--- src/rtl/vga_pkg.sv ---
// Shared VGA timing defaults (640x480@60) and the colour-bar test pattern table.
// Latency: n/a. Backpressure: n/a.
package vga_pkg;

  localparam int H_ACTIVE_DEF = 640;
  localparam int H_FP_DEF     = 16;
  localparam int H_SYNC_DEF   = 96;
  localparam int H_BP_DEF     = 48;
  localparam int V_ACTIVE_DEF = 480;
  localparam int V_FP_DEF     = 10;
  localparam int V_SYNC_DEF   = 2;
  localparam int V_BP_DEF     = 33;

  localparam int BAR_COUNT = 8;

  // Classic SMPTE-style order, brightest bar on the left.
  function automatic logic [23:0] bar_color(input logic [2:0] idx);
    case (idx)
      3'd0:    return 24'hFFFFFF;
      3'd1:    return 24'hFFFF00;
      3'd2:    return 24'h00FFFF;
      3'd3:    return 24'h00FF00;
      3'd4:    return 24'hFF00FF;
      3'd5:    return 24'hFF0000;
      3'd6:    return 24'h0000FF;
      default: return 24'h000000;
    endcase
  endfunction

endpackage

--- src/rtl/vga_delay_line.sv ---
// Fixed-depth register pipeline with reset value; tap exposes the top TAP_W bits one stage early.
// Latency: DEPTH clocks (tap: DEPTH-1). Backpressure: none, free-running.
module vga_delay_line #(
  parameter int               WIDTH   = 1,
  parameter int               DEPTH   = 1,
  parameter int               TAP_W   = 1,
  parameter logic [WIDTH-1:0] RST_VAL = '0
) (
  input  logic             clk,
  input  logic             rst,
  input  logic [WIDTH-1:0] din,
  output logic [WIDTH-1:0] dout,
  output logic [TAP_W-1:0] tap
);

  logic [WIDTH-1:0] stage [DEPTH];

  always_ff @(posedge clk or posedge rst) begin
    if (rst) begin
      for (int i = 0; i < DEPTH; i++) stage[i] <= RST_VAL;
    end else begin
      stage[0] <= din;
      for (int i = 1; i < DEPTH; i++) stage[i] <= stage[i-1];
    end
  end

  assign dout = stage[DEPTH-1];

  generate
    if (DEPTH == 1) begin : g_tap_in
      assign tap = din[WIDTH-1 -: TAP_W];
    end else begin : g_tap_stage
      assign tap = stage[DEPTH-2][WIDTH-1 -: TAP_W];
    end
  endgenerate

endmodule

--- src/rtl/vga_scan_gen.sv ---
// VGA raster generator: issues pixel reads and aligns sync/blank/colour to the memory latency.
// Latency: RD_LAT+1 clocks rd_en -> outputs. Backpressure: none. VGA_TESTPAT_EN adds test_en colour bars.
module vga_scan_gen
  import vga_pkg::*;
#(
  parameter int H_ACTIVE = H_ACTIVE_DEF,
  parameter int H_FP     = H_FP_DEF,
  parameter int H_SYNC   = H_SYNC_DEF,
  parameter int H_BP     = H_BP_DEF,
  parameter int V_ACTIVE = V_ACTIVE_DEF,
  parameter int V_FP     = V_FP_DEF,
  parameter int V_SYNC   = V_SYNC_DEF,
  parameter int V_BP     = V_BP_DEF,
  parameter int RD_LAT   = 1,
  parameter int SYNC_POL = 0
) (
  input  logic        clk,
  input  logic        rst,
`ifdef VGA_TESTPAT_EN
  input  logic        test_en,
`endif
  input  logic [23:0] vga_data,
  output logic [9:0]  h_addr,
  output logic [9:0]  v_addr,
  output logic        rd_en,
  output logic        hsync,
  output logic        vsync,
  output logic        valid,
  output logic [7:0]  vga_r,
  output logic [7:0]  vga_g,
  output logic [7:0]  vga_b,
  output logic        frame_start,
  output logic [15:0] frame_cnt
);

  localparam int H_TOTAL = H_ACTIVE + H_FP + H_SYNC + H_BP;
  localparam int V_TOTAL = V_ACTIVE + V_FP + V_SYNC + V_BP;

  localparam logic [9:0] H_LAST = 10'(H_TOTAL - 1);
  localparam logic [9:0] V_LAST = 10'(V_TOTAL - 1);
  localparam logic [9:0] H_ACT  = 10'(H_ACTIVE);
  localparam logic [9:0] V_ACT  = 10'(V_ACTIVE);
  localparam logic [9:0] HS_BEG = 10'(H_ACTIVE + H_FP);
  localparam logic [9:0] HS_END = 10'(H_ACTIVE + H_FP + H_SYNC);
  localparam logic [9:0] VS_BEG = 10'(V_ACTIVE + V_FP);
  localparam logic [9:0] VS_END = 10'(V_ACTIVE + V_FP + V_SYNC);
  localparam logic       SYNC_ON = (SYNC_POL != 0);

  logic [9:0] h_cnt, v_cnt;
  logic       active, hs_raw, vs_raw, first_px;

  always_ff @(posedge clk or posedge rst) begin
    if (rst) begin
      h_cnt     <= '0;
      v_cnt     <= '0;
      frame_cnt <= '0;
    end else if (h_cnt == H_LAST) begin
      h_cnt <= '0;
      if (v_cnt == V_LAST) begin
        v_cnt     <= '0;
        frame_cnt <= frame_cnt + 16'd1;
      end else begin
        v_cnt <= v_cnt + 10'd1;
      end
    end else begin
      h_cnt <= h_cnt + 10'd1;
    end
  end

  assign active   = (h_cnt < H_ACT) && (v_cnt < V_ACT);
  assign rd_en    = active;
  assign h_addr   = active ? h_cnt : '0;
  assign v_addr   = active ? v_cnt : '0;
  assign hs_raw   = (h_cnt >= HS_BEG && h_cnt < HS_END) ? SYNC_ON : ~SYNC_ON;
  assign vs_raw   = (v_cnt >= VS_BEG && v_cnt < VS_END) ? SYNC_ON : ~SYNC_ON;
  assign first_px = (h_cnt == '0) && (v_cnt == '0);

  // Colour-control bits sit on top so the early tap carries exactly them.
`ifdef VGA_TESTPAT_EN
  localparam int         FW       = 8;
  localparam logic [7:0] FLAG_RST = {4'b0000, ~SYNC_ON, ~SYNC_ON, 1'b0};
  localparam logic [12:0] H_ACT13 = 13'(H_ACTIVE);
  logic [2:0] bar_idx;
  assign bar_idx = 3'({h_addr, 3'b000} / H_ACT13);
  logic [FW-1:0] flags_in;
  assign flags_in = {test_en, bar_idx, active, hs_raw, vs_raw, first_px};
`else
  localparam int         FW       = 4;
  localparam logic [3:0] FLAG_RST = {1'b0, ~SYNC_ON, ~SYNC_ON, 1'b0};
  logic [FW-1:0] flags_in;
  assign flags_in = {active, hs_raw, vs_raw, first_px};
`endif

  logic [FW-1:0] flags_q;
  logic [FW-4:0] ctl_tap;

  vga_delay_line #(
    .WIDTH   (FW),
    .DEPTH   (RD_LAT + 1),
    .TAP_W   (FW - 3),
    .RST_VAL (FLAG_RST)
  ) u_align (
    .clk  (clk),
    .rst  (rst),
    .din  (flags_in),
    .dout (flags_q),
    .tap  (ctl_tap)
  );

  assign valid       = flags_q[3];
  assign hsync       = flags_q[2];
  assign vsync       = flags_q[1];
  assign frame_start = flags_q[0];

  logic [23:0] pix_src, pix_q;

`ifdef VGA_TESTPAT_EN
  assign pix_src = ctl_tap[4] ? bar_color(ctl_tap[3:1]) : vga_data;
`else
  assign pix_src = vga_data;
`endif

  // ctl_tap[0] is active delayed RD_LAT clocks, i.e. aligned with the returning vga_data.
  always_ff @(posedge clk or posedge rst) begin
    if (rst)             pix_q <= '0;
    else if (ctl_tap[0]) pix_q <= pix_src;
    else                 pix_q <= '0;
  end

  assign {vga_r, vga_g, vga_b} = pix_q;

endmodule

--- config.mk ---
export PLATFORM = sky130hd
export DESIGN_NAME = vga_scan_gen
export DESIGN_NICKNAME = d
export VERILOG_FILES = /design/src/rtl/vga_pkg.sv /design/src/rtl/vga_delay_line.sv /design/src/rtl/vga_scan_gen.sv
export SDC_FILE = /design/constraint.sdc
export NUM_CORES = 1
export LEC_CHECK = 0
export CAP_MARGIN = 10
export CORE_ASPECT_RATIO = 1.2
export CORE_UTILIZATION = 45
export CTS_BUF_LIST = sky130_fd_sc_hd__clkbuf_8
export DETAILED_ROUTE_END_ITERATION = 6
export PLACE_DENSITY = 0.77
export SYNTH_ARGS = -nofsm -noshare
export SYNTH_HDL_FRONTEND = slang
export SYNTH_SLANG_ARGS = --single-unit
--- constraint.sdc ---
create_clock -name clk -period 2.9 [get_ports clk]
set_input_delay 0.58 -clock clk [delete_from_list [all_inputs] [get_ports clk]]
set_output_delay 0.58 -clock clk [all_outputs]
set_load 0.01 [all_outputs]
==> results.cfg <==
[clock_network]
root_buffer = clkbuf_8
clk_pin_slew_ns = 0.07
cts.sinks = 68
numCtsBuffers = 9
clockBufferDepth = 2
cts_setup_buffers = 0
htreeDepth = 3
cts_tree = built
clock_latency_ns = 0.34

[cells_and_area]
multi_input_area_um2 = 1170
mostFrequentLayoutCells = clkdlybuf4s50_1, dfrtp_1, and2_1
fin_nets = 376
area_delta_synth_final_pct = 38.8
final_common_cell = clkdlybuf4s50_1
drive_above_1_share = 0.103
fin_area_um2 = 4100
n_antenna_cell = 0
seq_area_um2 = 1710
utilization = 0.640
fill_cells = 525

[floorplan]
initial_core_util = 0.462
num_rows = 32
die_w_um = 76.0
pin_count = 91
dieArea_um2 = 6900
core-area_um2 = 6410
die_h_um = 90.8

[routing]
drt_pass1_iterations = 4
dr_wl_met3_um = 320
finalWirelength_um = 5790
vias_per_cell = 4.89
ant_nets = 0
drc = 0
wl_met2_um = 2890
via_count = 2128
wl_met1_um = 2480
wire_per_inst_um = 13.3
drt_iter0_markers = 64
top_layer = met4

[grt]
antenna_found_initial = 0
grt_pass1_vias = 2105
grt_max_degree = 43
grtUsageTotal = 0.186
grt_pass1_wl_um = 10000
gr-total-overflow = 0

[sta]
setup-violations-final = 0
fin_ws_ns = 0.198
period_share = 0.932
slew_violations = 0
fin_tns_setup_ns = 0
rsz0062_at_grt = false
tightest_slew_ns = 0.551
clock.fmax_ghz = 0.370
clock_skew_ns = 0.00747
slew-limit-headroom = 0.632
fin_crit_ns = 2.70
hold_viol = 0

[synthesis]
synthesis.area_per_instance_um2 = 11.6
syn_inst = 254
yosys_register_bits = 68
syn_nets = 285
yosysWarnings = 0
synth_edf_count = 0
yosys.cell_types.count = 36
yosysSeqAreaShare = 0.577
synth_async_sr_flop_share = 1.00
synth_flop_cell = dfrtp_1
synth_area_um2 = 2960

[critical_path]
cp-end-kind = output port
cp-start-kind = register
cp_top_family = buffers and inverters
path_cells = nand2_1, nor2_4, nor3_2, buf_4, and2_1, clkdlybuf4s50_1
path_buf_inv = 2
cp_slowest_cell = dfrtp_1
cp_max_fo = 10
max_stage_delay_ns = 0.50
required_ns = 2.32
crit_type = register to output port
critPathArrivalTime_ns = 2.12

[power_and_ir_drop]
p_leak_nw = 1.78
power_mw = 1.71
peakVddDrop_uv = 223
power.density_nw_per_um2 = 417

[place]
hpwlAfterDp_um = 4130
gp_congestion = 0.766
port_buffers = 89
place_area_um2 = 3930
post-place-ws_ns = 0.367

[min_path]
hold_class = register to register

[job]
drv_cap = 0

[outcome]
status = complete, no violations
per-stage QoR:
stage / hold slack [ns] / cells
floorplan: 0.331 / 254
global placement: 0.335 / 419
detailed placement: 0.348 / 419
CTS: 0.359 / 435
global route: 0.368 / 435
finish: 0.357 / 435
state kept, by name, indices dropped and copies added, names as in the netlist:
name and flops:
pix_q 24, u_align.tap 1, h_cnt 10, frame_cnt 16, v_cnt 10, u_align.stage 3, u_align.dout 4
layout make-up:
cell class / instances / share of cell area
well taps: 85 / 0.0259
clock inverters: 7 / 0.00884
flip-flops and latches: 68 / 0.417
repair buffers: 93 / 0.228
clock buffers: 9 / 0.0302
inverters: 7 / 0.00640
multi-input cells: 166 / 0.285
what timing repair did:
action | 4_1_cts | 5_1_grt
hold buffers | 0 | 0
setup endpoints to repair | 2 | 15
resized for setup | 1 | 4
where the power goes:
group	switching, mW	internal, mW	total (mW)
logic	0.0403	0.0685	0.109
registers	0.00381	0.965	0.969
clock network	0.335	0.299	0.634
routing by layer:
metal	vias up	global-route usage
met1	1024	0.229
met2	71	0.305
met3	8	0.0475
li1	1025	-
met4	0	0.0865
met5	-	0
logic make-up after synthesis:
logic type                 Yosys count  share of synthesized area
xor gates and xnor gates            29                     0.0859
DFF                                 68                      0.577
buffers and inverters               20                     0.0322
other                                1                    0.00127
muxes                                1                    0.00381
and+or+nand+nor                    121                      0.261
AOI/OAI and AO/OA                    9                     0.0174
adders and majority gates            5                     0.0212
final timing paths:
kind / startpoint / end / slack [ns] / cells after the start
max in group asynchronous: rst / u_align.stage[6] / 1.62 / 3
min reg2reg: u_align.stage[5] / u_align.dout[1] / 0.36 / 0
min: u_align.stage[5] / u_align.dout[1] / 0.36 / 0
max: v_cnt[5] / v_addr[2] / 0.20 / 6
max reg2reg: v_cnt[0] / v_cnt[9] / 0.84 / 7
min in group asynchronous: rst / pix_q[4] / 0.62 / 2
cells in the mapped netlist, types with 2 or more instances:
cell type / count / area (um2)
and3_1: 5 / 31.3
nor3_1: 4 / 20.0
dfstp_2: 4 / 105
nor2_1: 12 / 45.0
clkbuf_1: 4 / 15.0
nor4_1: 7 / 43.8
o21ai_0: 6 / 30.0
inv_1: 7 / 26.3
and4_1: 5 / 43.8
nor4b_1: 2 / 17.5
dfrtp_1: 64 / 1600
and2_1: 40 / 250
nor4_4: 2 / 42.5
buf_2: 7 / 35.0
nand4_1: 7 / 43.8
ha_1: 5 / 62.6
nand3_1: 15 / 75.1
xnor2_1: 15 / 131
nand2_1: 13 / 48.8
xor2_1: 14 / 123
worst register-to-register path, delay by kind of cell, from the launching register on:
kind / cells / cell delay (ns)
and+or+nand+nor: 2 / 0.85
DFF: 1 / 0.43
AOI/OAI and AO/OA: 3 / 0.34
adders and majority gates: 1 / 0.20
buffers and inverters: 1 / 0.12
Note: power is estimated with default switching activity, not from simulation.
